[src/rtl/pipe_pkg.sv]
// Shared pipeline definitions.
// Holds the datapath widths, the reset PC and bubble word, the control
// encodings used by the fetch stage and pipeline registers, and a small
// word-alignment helper.
package pipe_pkg;

  localparam int INSTR_W   = 32;
  localparam int ADDR_W    = 32;
  localparam int J_INDEX_W = 26;

  localparam logic [ADDR_W-1:0]  RESET_PC = 32'h0000_0000;
  localparam logic [INSTR_W-1:0] NOP_WORD = 32'h0000_0000;

  // Pipeline register control: keep contents, inject a bubble, or capture.
  typedef enum logic [1:0] {
    IFID_HOLD   = 2'd0,
    IFID_BUBBLE = 2'd1,
    IFID_LOAD   = 2'd2
  } ifid_ctrl_e;

  // Which source the next PC comes from this cycle (also exposed for debug).
  typedef enum logic [2:0] {
    PC_SEL_BRANCH = 3'd0,
    PC_SEL_STALL  = 3'd1,
    PC_SEL_JR     = 3'd2,
    PC_SEL_J      = 3'd3,
    PC_SEL_WAIT   = 3'd4,
    PC_SEL_SEQ    = 3'd5
  } pc_sel_e;

  // Instruction addresses are always word aligned.
  function automatic logic [ADDR_W-1:0] align_word(input logic [ADDR_W-1:0] a);
    return {a[ADDR_W-1:2], 2'b00};
  endfunction

endpackage

[src/rtl/if_stage_if.sv]
// Bundle of the fetch stage's control, instruction-memory and IF/ID signals.
// master: the fetch stage (drives imem_addr, id_*, dbg_pc_sel).
// slave : the surrounding pipeline / memory (drives redirects, stall, imem data).
//
// imem handshake: imem_addr is presented every cycle; imem_data is consumed
// only in a cycle where imem_ready=1. The address may change in any cycle,
// which abandons whatever fetch was pending.
interface if_stage_if;
  import pipe_pkg::*;

  logic                 stall;
  logic                 branch_taken;
  logic [ADDR_W-1:0]    branch_addr;
  logic                 j;
  logic                 jr;
  logic [J_INDEX_W-1:0] j_index;
  logic [ADDR_W-1:0]    jr_addr;

  logic [ADDR_W-1:0]    imem_addr;
  logic [INSTR_W-1:0]   imem_data;
  logic                 imem_ready;

  logic [INSTR_W-1:0]   id_instruction;
  logic [ADDR_W-1:0]    id_pc_plus4;
  logic                 id_valid;

  pc_sel_e              dbg_pc_sel;

  modport master (
    input  stall, branch_taken, branch_addr, j, jr, j_index, jr_addr,
    input  imem_data, imem_ready,
    output imem_addr, id_instruction, id_pc_plus4, id_valid, dbg_pc_sel
  );

  modport slave (
    output stall, branch_taken, branch_addr, j, jr, j_index, jr_addr,
    output imem_data, imem_ready,
    input  imem_addr, id_instruction, id_pc_plus4, id_valid, dbg_pc_sel
  );

endinterface

[src/rtl/if_id_reg.sv]
// Three-field pipeline register (instruction, pc+4, valid).
// Ports:
//   clk, reset        - clock, synchronous active-high reset (loads a bubble)
//   ctrl              - HOLD keeps contents, BUBBLE loads NOP/0/0, LOAD captures d_*
//   d_instr/d_pc_plus4/d_valid - values captured on LOAD
//   q_instr/q_pc_plus4/q_valid - registered outputs
module if_id_reg #(
  parameter int                 W_INSTR  = 32,
  parameter int                 W_PC     = 32,
  parameter logic [W_INSTR-1:0] NOP_WORD = '0
) (
  input  logic                  clk,
  input  logic                  reset,
  input  pipe_pkg::ifid_ctrl_e  ctrl,
  input  logic [W_INSTR-1:0]    d_instr,
  input  logic [W_PC-1:0]       d_pc_plus4,
  input  logic                  d_valid,
  output logic [W_INSTR-1:0]    q_instr,
  output logic [W_PC-1:0]       q_pc_plus4,
  output logic                  q_valid
);
  import pipe_pkg::*;

  always_ff @(posedge clk) begin
    if (reset) begin
      q_instr    <= NOP_WORD;
      q_pc_plus4 <= '0;
      q_valid    <= 1'b0;
    end else begin
      unique case (ctrl)
        IFID_LOAD: begin
          q_instr    <= d_instr;
          q_pc_plus4 <= d_pc_plus4;
          q_valid    <= d_valid;
        end
        IFID_BUBBLE: begin
          q_instr    <= NOP_WORD;
          q_pc_plus4 <= '0;
          q_valid    <= 1'b0;
        end
        default: begin
          q_instr    <= q_instr;
          q_pc_plus4 <= q_pc_plus4;
          q_valid    <= q_valid;
        end
      endcase
    end
  end

endmodule

[src/rtl/if_stage.sv]
// Instruction-fetch stage: PC register, next-PC selection and IF/ID register.
// Ports:
//   clk   - pipeline clock
//   reset - synchronous active-high; restarts fetch at RESET_PC
//   bus   - if_stage_if.master: redirect/stall inputs, imem port, IF/ID outputs
// No branch delay slot: any redirect replaces the fetch in flight with a bubble.
// imem_addr comes straight from the PC register and id_* straight from
// IF/ID flops, so no input reaches those outputs combinationally.
module if_stage #(
  parameter logic [31:0] RESET_PC = pipe_pkg::RESET_PC,
  parameter logic [31:0] NOP_WORD = pipe_pkg::NOP_WORD
) (
  input  logic       clk,
  input  logic       reset,
  if_stage_if.master bus
);
  import pipe_pkg::*;

  logic [ADDR_W-1:0] pc_q;
  logic [ADDR_W-1:0] pc_d;
  logic [ADDR_W-1:0] pc_plus4;
  logic [ADDR_W-1:0] jump_target;
  logic [ADDR_W-1:0] id_pc_plus4_q;
  pc_sel_e           pc_sel;
  ifid_ctrl_e        ifid_ctrl;

  // Wraps naturally at 2^32.
  assign pc_plus4    = pc_q + 32'd4;
  // J target region comes from the J instruction's own pc+4 held in IF/ID.
  assign jump_target = {id_pc_plus4_q[31:28], bus.j_index, 2'b00};

  // Priority: an EX branch is older than whatever stalls in ID, so it wins
  // over stall; stall beats J/JR because a JR operand may not be forwarded yet.
  // jr is tested before j so an illegal j&jr still resolves deterministically.
  always_comb begin
    pc_sel = PC_SEL_SEQ;
    if (bus.branch_taken)     pc_sel = PC_SEL_BRANCH;
    else if (bus.stall)       pc_sel = PC_SEL_STALL;
    else if (bus.jr)          pc_sel = PC_SEL_JR;
    else if (bus.j)           pc_sel = PC_SEL_J;
    else if (!bus.imem_ready) pc_sel = PC_SEL_WAIT;
    else                      pc_sel = PC_SEL_SEQ;
  end

  always_comb begin
    pc_d      = pc_q;
    ifid_ctrl = IFID_LOAD;
    unique case (pc_sel)
      PC_SEL_BRANCH: begin pc_d = bus.branch_addr; ifid_ctrl = IFID_BUBBLE; end
      PC_SEL_STALL:  begin pc_d = pc_q;            ifid_ctrl = IFID_HOLD;   end
      PC_SEL_JR:     begin pc_d = bus.jr_addr;     ifid_ctrl = IFID_BUBBLE; end
      PC_SEL_J:      begin pc_d = jump_target;     ifid_ctrl = IFID_BUBBLE; end
      PC_SEL_WAIT:   begin pc_d = pc_q;            ifid_ctrl = IFID_BUBBLE; end
      default:       begin pc_d = pc_plus4;        ifid_ctrl = IFID_LOAD;   end
    endcase
  end

  always_ff @(posedge clk) begin
    if (reset) pc_q <= align_word(RESET_PC);
    else       pc_q <= align_word(pc_d);
  end

  if_id_reg #(
    .W_INSTR  (INSTR_W),
    .W_PC     (ADDR_W),
    .NOP_WORD (NOP_WORD)
  ) u_if_id (
    .clk        (clk),
    .reset      (reset),
    .ctrl       (ifid_ctrl),
    .d_instr    (bus.imem_data),
    .d_pc_plus4 (pc_plus4),
    .d_valid    (1'b1),
    .q_instr    (bus.id_instruction),
    .q_pc_plus4 (id_pc_plus4_q),
    .q_valid    (bus.id_valid)
  );

  assign bus.imem_addr   = pc_q;
  assign bus.id_pc_plus4 = id_pc_plus4_q;
  assign bus.dbg_pc_sel  = pc_sel;

endmodule

[src/flat_wrapper.sv]
// flat-port wrapper written by rule: the top's interface ports become plain ports
module if_stage_flat import pipe_pkg::*;
#(
  parameter logic [31:0] RESET_PC = pipe_pkg::RESET_PC,
  parameter logic [31:0] NOP_WORD = pipe_pkg::NOP_WORD
)
  (clk, reset, bus_stall, bus_branch_taken, bus_branch_addr, bus_j, bus_jr, bus_j_index, bus_jr_addr, bus_imem_data, bus_imem_ready, bus_imem_addr, bus_id_instruction, bus_id_pc_plus4, bus_id_valid, bus_dbg_pc_sel);
  if_stage_if bus_i ();
  input  logic clk;
  input  logic reset;
  input wire logic [$bits(bus_i.stall)-1:0] bus_stall;
  input wire logic [$bits(bus_i.branch_taken)-1:0] bus_branch_taken;
  input wire logic [$bits(bus_i.branch_addr)-1:0] bus_branch_addr;
  input wire logic [$bits(bus_i.j)-1:0] bus_j;
  input wire logic [$bits(bus_i.jr)-1:0] bus_jr;
  input wire logic [$bits(bus_i.j_index)-1:0] bus_j_index;
  input wire logic [$bits(bus_i.jr_addr)-1:0] bus_jr_addr;
  input wire logic [$bits(bus_i.imem_data)-1:0] bus_imem_data;
  input wire logic [$bits(bus_i.imem_ready)-1:0] bus_imem_ready;
  output wire logic [$bits(bus_i.imem_addr)-1:0] bus_imem_addr;
  output wire logic [$bits(bus_i.id_instruction)-1:0] bus_id_instruction;
  output wire logic [$bits(bus_i.id_pc_plus4)-1:0] bus_id_pc_plus4;
  output wire logic [$bits(bus_i.id_valid)-1:0] bus_id_valid;
  output wire logic [$bits(bus_i.dbg_pc_sel)-1:0] bus_dbg_pc_sel;
  assign bus_i.stall = bus_stall;
  assign bus_i.branch_taken = bus_branch_taken;
  assign bus_i.branch_addr = bus_branch_addr;
  assign bus_i.j = bus_j;
  assign bus_i.jr = bus_jr;
  assign bus_i.j_index = bus_j_index;
  assign bus_i.jr_addr = bus_jr_addr;
  assign bus_i.imem_data = bus_imem_data;
  assign bus_i.imem_ready = bus_imem_ready;
  assign bus_imem_addr = bus_i.imem_addr;
  assign bus_id_instruction = bus_i.id_instruction;
  assign bus_id_pc_plus4 = bus_i.id_pc_plus4;
  assign bus_id_valid = bus_i.id_valid;
  assign bus_dbg_pc_sel = bus_i.dbg_pc_sel;
  if_stage #(.RESET_PC(RESET_PC), .NOP_WORD(NOP_WORD)) u_core (.clk(clk), .reset(reset), .bus(bus_i));
endmodule
[config.mk]
export PLATFORM = sky130hd
export DESIGN_NAME = if_stage_flat
export DESIGN_NICKNAME = d
export VERILOG_FILES = /design/src/rtl/pipe_pkg.sv /design/src/rtl/if_stage_if.sv /design/src/rtl/if_id_reg.sv /design/src/rtl/if_stage.sv /design/src/flat_wrapper.sv
export SDC_FILE = /design/constraint.sdc
export NUM_CORES = 1
export LEC_CHECK = 0
export CAP_MARGIN = 20
export CORE_ASPECT_RATIO = 1.1
export CORE_UTILIZATION = 40
export DETAILED_ROUTE_END_ITERATION = 8
export DONT_BUFFER_PORTS = 1
export SKIP_LAST_GASP = 1
export SLEW_MARGIN = 20
export SYNTH_ARGS = -nofsm -noshare
export SYNTH_HDL_FRONTEND = slang
export SYNTH_SLANG_ARGS = --single-unit
export TNS_END_PERCENT = 100
[constraint.sdc]
create_clock -name clk -period 2.45 [get_ports clk]
set_input_delay 0 -clock clk [delete_from_list [all_inputs] [get_ports clk]]
set_output_delay 0 -clock clk [all_outputs]
set_load 0.01 [all_outputs]
* Word-level counts from Yosys, hierarchy flattened
Index checks and enable logic that the tools add are counted.
Operators by class: add/sub/neg operators 1, multipliers 0, div/mod/pow operators 0, $lt $le $gt $ge 0, equality and inequality tests 6, shift-type cells 0, multiplexer cells 10, bitwise logic cells 0, reductions and logical operators 4
Operator list (number):
- case mux 32 bit (2 select lines) | 2
- case mux 32 bit (4 select lines) | 1
- adder 32 x 3 -> 32 bit, second input constant | 1
- 2-to-1 mux 3 bit | 4
- equality test 3 x 2 -> 1 bit, second input constant | 2
- case mux 2 bit (2 select lines) | 1
- OR reduction 4 bit | 1
- equality test 3 x 1 -> 1 bit, second input constant | 1
- equality test 3 bit, second input constant | 1
- logical NOT 3 bit | 1
- equality test 2 x 1 -> 1 bit, second input constant | 1
- equality test 2 bit, second input constant | 1
- case mux 1 bit (2 select lines) | 1
- nonzero test 2 bit | 1
- OR reduction 2 bit | 1
- 2-to-1 mux 1 bit | 1
Storage, ports and cells: register bits after elaboration 97, bits in latches 0, RAM bits 0, bits in read-only memories 0, logic and storage cells 26, memories kept 0

* Longest topological paths before layout
Gate-level depths: netlist of the first run.
depth in word-level cells 10, depth in mapped cells 8, mapped depth without buffers 6

* By module
Synthesis of the first run repeated with hierarchy kept, for this count alone.
Unflattened totals: cell total of the unflattened synthesis 611, area total of the unflattened synthesis 5395.2 sq um
By module, submodules not included:
- if_id_reg | instances 1, cells an instance 291, area each 2961.6 sq um, sequential area each 1301.2 sq um
- if_stage | instances 1, cells an instance 320, area each 2433.6 sq um, sequential area each 600.6 sq um

* Worst setup path after synthesis of the first run
Ideal clock, no wire load.
path kind reg-to-reg, from reg u_core.pc_q[2] (netlist: u_core.bus.imem_addr[2]), to reg u_core.pc_q[28] (netlist: u_core.bus.imem_addr[28]), arrival time 1.810 ns, required time 2.376 ns, path slack 0.565 ns, stages on the path, launching flop included 8, clock period less this slack 1.885 ns, cells stage by stage dfxtp_1 ha_1 and3_1 buf_2 and4_1 nand4_2 or3_1 a31oi_1
On the way: word-level cells in the longest chain between the ends 2
RTL lines:
- from (decl) | RTL line if_stage.sv:19 | logic [ADDR_W-1:0] pc_q;
- from (signal assigned) | RTL line if_stage.sv:59 | if (reset) pc_q <= align_word(RESET_PC);
- from (signal assigned) | RTL line if_stage.sv:60 | else pc_q <= align_word(pc_d);
- adder 32 x 3 -> 32 bit | RTL line if_stage.sv:28 | assign pc_plus4 = pc_q + 32'd4;
- case mux 32 bit (4 select lines) | RTL line if_stage.sv:48 | unique case (pc_sel)
No other way between the ends. A chain may end at the register's enable or synchronous reset.

* Final worst setup path of the first run
from reg u_core.pc_q[4] (netlist: u_core.bus.imem_addr[4]), to reg u_core.pc_q[9] (netlist: u_core.bus.imem_addr[9])
Same word-level chain as after synthesis.

==> flow_metrics.tcl, run 1 <==
set metrics [dict create \
    cts_max_level 3 \
    cts_buffers 9 \
    yosys-top-cells-count "dfxtp_1, nor2_1, a22oi_1" \
    status "finished, final reports clean" \
    synth-edff-count 0 \
    grt_pass1_wl_um 23400 \
    fmax_mhz 446 \
    syn_inst 567 \
    critical_path_peak_fanout 8 \
    coreArea_um2 11500 \
    fillers 1093 \
    fin_crit_sh_pct 91.4 \
    numPortBuffers 0 \
    leakage_nw 2.05 \
    hp-class "in -> reg" \
    muxShareOfSynthArea_pct 0 \
    syn_area_um2 4710 \
    max_cap_viol_count 0 \
    drt-initial-drc-count 324 \
    post-place-cells 683 \
    path_class "reg -> reg" \
    async_reset_ff_share_pct 0 \
    antenna_found_initial 1 \
    synth-xor-area-share_pct 5.02 \
    fin_tns_setup_ps 0 \
    r2r_slack_ps 210 \
    setup_viol 0 \
    routedWlPerCell_um 20.6 \
    grt_util_all_layers_pct 25.3 \
    regArea_um2 1860 \
    ys_seq_area_share_pct 39.5 \
    synth_top_area_share_pct 39.5 \
    slew_viol_final 0 \
    stdcell_count 769 \
    viasPerCell 5.98 \
    arrival_ps 2530 \
    finClkSkew_ps 7.61 \
    rsz0062_at_grt "no" \
    drcViolationCount 0 \
    multiInputGateArea_um2 2520 \
    cts_root_buffer "clkbuf_16" \
    yosys.area_share.simple_pct 19.5 \
    post-dp-hpwl_um 10400 \
    end_kind "flip-flop" \
    cts_tree "yes" \
    synth.largest_area_cell "dfxtp_1" \
    drtPass1Iterations 5 \
    nets 743 \
    synth_compound_area_share_pct 27.9 \
    io_pins 229 \
    die_x_um 105 \
    finalHoldViolations 0 \
    synth_cell_types 65 \
    grt_max_degree 75 \
    wirelength_um 15800 \
    synth_top_family_by_area "compound AO/OA/AOI/OAI gates" \
    clk_pin_slew_ps 70 \
    grt_pass1_vias 4345 \
    relSlewSlack_pct 35.2 \
    clock_latency_ps 340 \
    start_util_pct 41.0 \
    synthTopCellsByArea "dfxtp_1, a22oi_1, nor2_1, nand2_1, a21oi_1" \
    die_h_um 116 \
    ant_nets 0 \
    drive_gt1_share_pct 9.55 \
    clockBufferDepth 2 \
    clkSinkCount 93 \
    synth_flop_cell "dfxtp_1" \
    ys_warn_count 0 \
    vias 4600 \
    p_per_area_nw_per_um2 618 \
    cp-start-kind "flip-flop" \
    worstPathRequired_ps 2740 \
    worst_pin_slew_ps 969 \
    gr-total-overflow 0 \
    synthAdderAreaFrac_pct 0.266 \
    final_area_um2 5810 \
    syn2layout_area_growth_pct 23.4 \
    place_congestion 0.825 \
    dieArea_um2 12200 \
    syn_area_per_cell_um2 8.31 \
    period_needed_ps 2240 \
    ys_seq_elements 93 \
    p_total_mw 3.59 \
    std_cell_rows 41 \
    ir_drop_mv 0.295 \
    yosysMostFrequentCell "dfxtp_1" \
    place_area_um2 4770 \
]
routing by layer:
layer	track usage [%]	routed length, um	vias to the layer above
li1	-	-	2164
met1	27.6	6110	2160
met2	46.1	7940	250
met3	7.59	1390	26
met4	10.4	361	0
met5	0	0	-
critical path: stages, from the launching register on:
cell           delay [ps]
dfxtp_1               510
and4_2                370
nand2_1               210
a21oi_1               190
o21ai_0               110
a211oi_1              210
dlygate4sd3_1         580
metrics by stage:
stage	util, %	hold slack, ps	worst slack [ps]
final	50.6	10.9	210
after global routing	50.6	26.2	58.1
after CTS	50.5	3.64	82.8
after detailed placement	41.6	52.5	327
after global placement	41.6	53.6	369
after floorplan	-	163	565
worst paths after layout:
kind	depth (start not counted)	from	to
worst max-delay path	6	u_core.bus.imem_addr[4]$_SDFFE_PP0N_	u_core.bus.imem_addr[9]$_SDFFE_PP0N_
worst min register to register	2	u_core.u_if_id.q_pc_plus4[23]$_SDFFE_PP0P_	u_core.u_if_id.q_pc_plus4[23]$_SDFFE_PP0P_
worst min-delay path	4	bus_jr_addr[21]	u_core.bus.imem_addr[21]$_SDFFE_PP0N_
worst max register to register	6	u_core.bus.imem_addr[4]$_SDFFE_PP0N_	u_core.bus.imem_addr[9]$_SDFFE_PP0N_
placed cells by master, fill, tap and decap left out, types with 6 or more instances in the layout:
master | synthesis | routed
xnor2_1 | 14 | 14
a22oi_1 | 49 | 49
dlygate4sd3_1 | 0 | 68
a21oi_1 | 28 | 28
o21ai_0 | 25 | 25
a221oi_1 | 6 | 6
nor2_1 | 56 | 55
o21ai_1 | 22 | 22
clkbuf_16 | 0 | 9
buf_4 | 10 | 17
xor2_1 | 13 | 13
a31oi_1 | 6 | 6
inv_1 | 15 | 15
nand4_1 | 8 | 8
nand2_1 | 46 | 46
o22ai_1 | 10 | 10
a221o_1 | 8 | 8
dfxtp_1 | 93 | 93
nor3_1 | 13 | 12
nand3_1 | 18 | 18
state kept, by name, summed over array words and instances (netlist names):
name	cells
u_core.bus.imem_addr	30
u_core.u_if_id.q_instr	32
u_core.u_if_id.q_pc_plus4	30
u_core.u_if_id.q_valid	1
what timing repair did:
item / in CTS / in global routing
buffers inserted: 0 / 0
endpoints found under the setup margin: 0 / 2
gates resized for setup: 0 / 3
hold buffers: 69 / 0
hold endpoints to repair: 72 / 0
power by group:
group          internal, mW  total [mW]  switching (mW)  leakage [nW]
registers              1.56        1.64          0.0840         0.757
logic                 0.218       0.439           0.222          1.14
clock network         0.900        1.51           0.614         0.156
total                  2.68        3.59           0.919          2.05
logic make-up (layout without fill, tap and decap cells):
kind of cell | Yosys count | count (layout)
AOI/OAI and AO/OA | 193 | 193
xor gates and xnor gates | 27 | 27
other | 1 | 5
and+or+nand+nor | 181 | 181
adders and majority gates | 1 | 1
buffers and inverters | 71 | 119
DFF | 93 | 93
cell type report:
cell class / count / share of cell area, %
clock buffer: 9 / 3.87
timing repair buffer: 87 / 14.7
tap: 150 / 3.23
clock inverter: 7 / 1.70
antenna: 1 / 0.0430
sequential: 93 / 32.0
multi-input combinational: 406 / 43.4
inverter: 16 / 1.03
No activity file was read; power rests on OpenSTA's default activity.
==> run 2: changes to the inputs <==
--- a/config.mk
+++ b/config.mk
@@ -10,6 +10,7 @@
 export CORE_UTILIZATION = 40
 export DETAILED_ROUTE_END_ITERATION = 8
 export DONT_BUFFER_PORTS = 1
+export PLACE_DENSITY_LB_ADDON = 0.25
 export SKIP_LAST_GASP = 1
 export SLEW_MARGIN = 20
 export SYNTH_ARGS = -nofsm -noshare
==> run 2 against run 1 <==
Effect of this change: wire length fell by 1.8%; hold slack got worse by 4.1 ps; clock skew hardly changed.
==> flow_metrics.tcl, run 2 (synthesized netlist as in run 1, its figures left out) <==
set metrics [dict create \
    status "finished, final reports clean" \
    clkPwrFrac_pct 41.2 \
    grt_max_degree 75 \
    std_cell_rows 41 \
    end_kind "flip-flop" \
    start_util_pct 41.0 \
    worstPathRequired_ps 2730 \
    cts_tree "yes" \
    cp-startpoint "u_core.bus.imem_addr[7]$_SDFFE_PP0N_" \
    grt_util_all_layers_pct 24.8 \
    swShare_pct 24.6 \
    largest_register_ffs 32 \
    r2r-start "u_core.bus.imem_addr[7]$_SDFFE_PP0N_" \
    max_cap_viol_count 0 \
    io_pins 229 \
    fin_util_pct 50.4 \
    clock_latency_ps 340 \
    final_cell_mix "dfxtp_1, dlygate4sd3_1, nor2_1" \
    critical_path_peak_fanout 9 \
    r2r_slack_ps 120 \
    crit_slowest_cell "dlygate4sd3_1" \
    post_cts_buffers 0 \
    place_ws_ps 383 \
    routedWlPerCell_um 20.2 \
    cts_root_buffer "clkbuf_16" \
    p_sw_mw 0.870 \
    seq_power_share_pct 46.5 \
    ir_drop_mv 0.336 \
    period_needed_ps 2330 \
    p_per_area_nw_per_um2 611 \
    leakage_nw 2.04 \
    path_class "reg -> reg" \
    fin_tns_setup_ps 0 \
    final_area_um2 5790 \
    clkSinkCount 93 \
    slew_viol_final 0 \
    ant_nets 0 \
    clk_pin_slew_ps 60 \
    cp-start-kind "flip-flop" \
    finClkSkew_ps 7.83 \
    fin_crit_sh_pct 95.0 \
    numPortBuffers 0 \
    post-dp-hpwl_um 10400 \
    stdcell_count 767 \
    grt_pass1_wl_um 23100 \
    drt-initial-drc-count 220 \
    dieArea_um2 12200 \
    holdWs_ps 6.88 \
    drcViolationCount 0 \
    setup_viol 0 \
    worst_pin_slew_ps 958 \
    crit_chain "and3_1 -> nand2_1 -> a21oi_1 -> o21ai_0 -> a211oi_1 -> dlygate4sd3_1" \
    nets 743 \
    max_stage_delay_ps 580 \
    layout_commonest_cell "dfxtp_1" \
    critPathTopFamily "simple AND/OR/NAND/NOR gates" \
    syn2layout_area_growth_pct 22.9 \
    hp-class "in -> reg" \
    arrival_ps 2610 \
    die_h_um 116 \
    min_from "bus_j_index[22]" \
    cts_buffers 9 \
    fmax_mhz 430 \
    drive_gt1_share_pct 9.24 \
    place_congestion 0.811 \
    antenna_found_initial 0 \
    p_total_mw 3.53 \
    p_int_mw 2.66 \
    die_x_um 105 \
    diodes 0 \
    rsz0062_at_grt "no" \
    gr-total-overflow 0 \
    combPwrFrac_pct 12.3 \
    coreArea_um2 11500 \
    worst_slack_ps 122 \
    grt_pass1_vias 4345 \
    vias 4511 \
    place_area_um2 4790 \
    cts_max_level 3 \
    viasPerCell 5.88 \
    wirelength_um 15500 \
    post-place-cells 685 \
    clockBufferDepth 2 \
    finalHoldViolations 0 \
    relSlewSlack_pct 36.0 \
    regMostFlops "u_core.u_if_id.q_instr" \
    drtPass1Iterations 5 \
    timing.critical_path.buf_inv 1 \
]
## run 2: path summary, 6_finish.rpt
check | to | depth (start not counted)
min reg2reg | u_core.u_if_id.q_pc_plus4[25]$_SDFFE_PP0P_ | 2
max reg2reg | u_core.bus.imem_addr[9]$_SDFFE_PP0N_ | 6
max | u_core.bus.imem_addr[9]$_SDFFE_PP0N_ | 6
min | u_core.bus.imem_addr[24]$_SDFFE_PP0N_ | 3
## run 2: worst register-to-register path, delay by kind of cell (launching register included)
kind                   cells  cell delay [ps]
AO/OA/AOI/OAI              3              540
flip-flops                 1              460
buffers and inverters      1              580
AND/OR/NAND/NOR            2              690
## run 2: layer usage
layer	GRT usage, %	part of all wire, %
met3	6.52	8.8
met1	26.6	38
met4	8.54	1.2
met2	47.2	52
met5	0	0
## run 2: power by group through the flow
| stage | sequential [mW] | clock [mW] | combinational, mW |
|---|---|---|---|
| 6_report | 1.64 | 1.46 | 0.433 |
| 4_1_cts | 1.64 | 1.48 | 0.431 |
| 3_5_place_dp | 1.68 | 0 | 0.313 |
| 2_1_floorplan | 1.67 | 0 | 0.259 |
| 3_3_place_gp | 1.68 | 0 | 0.306 |
| 5_1_grt | 1.65 | 1.55 | 0.472 |
## run 2: cell type report
class	instances	area [um2]
Fill cell	1091	5700
Timing Repair Buffer	87	851
Clock buffer	11	233
Tap cell	150	188
Sequential cell	93	1860
Clock inverter	4	73.8
Multi-Input combinational cell	406	2520
Inverter	16	60.1
## run 2: timing repair
action,4_1_cts,5_1_grt
hold endpoints to repair,72,0
endpoints found under the setup margin,0,2
resized for setup,0,2
hold buffers,67,0
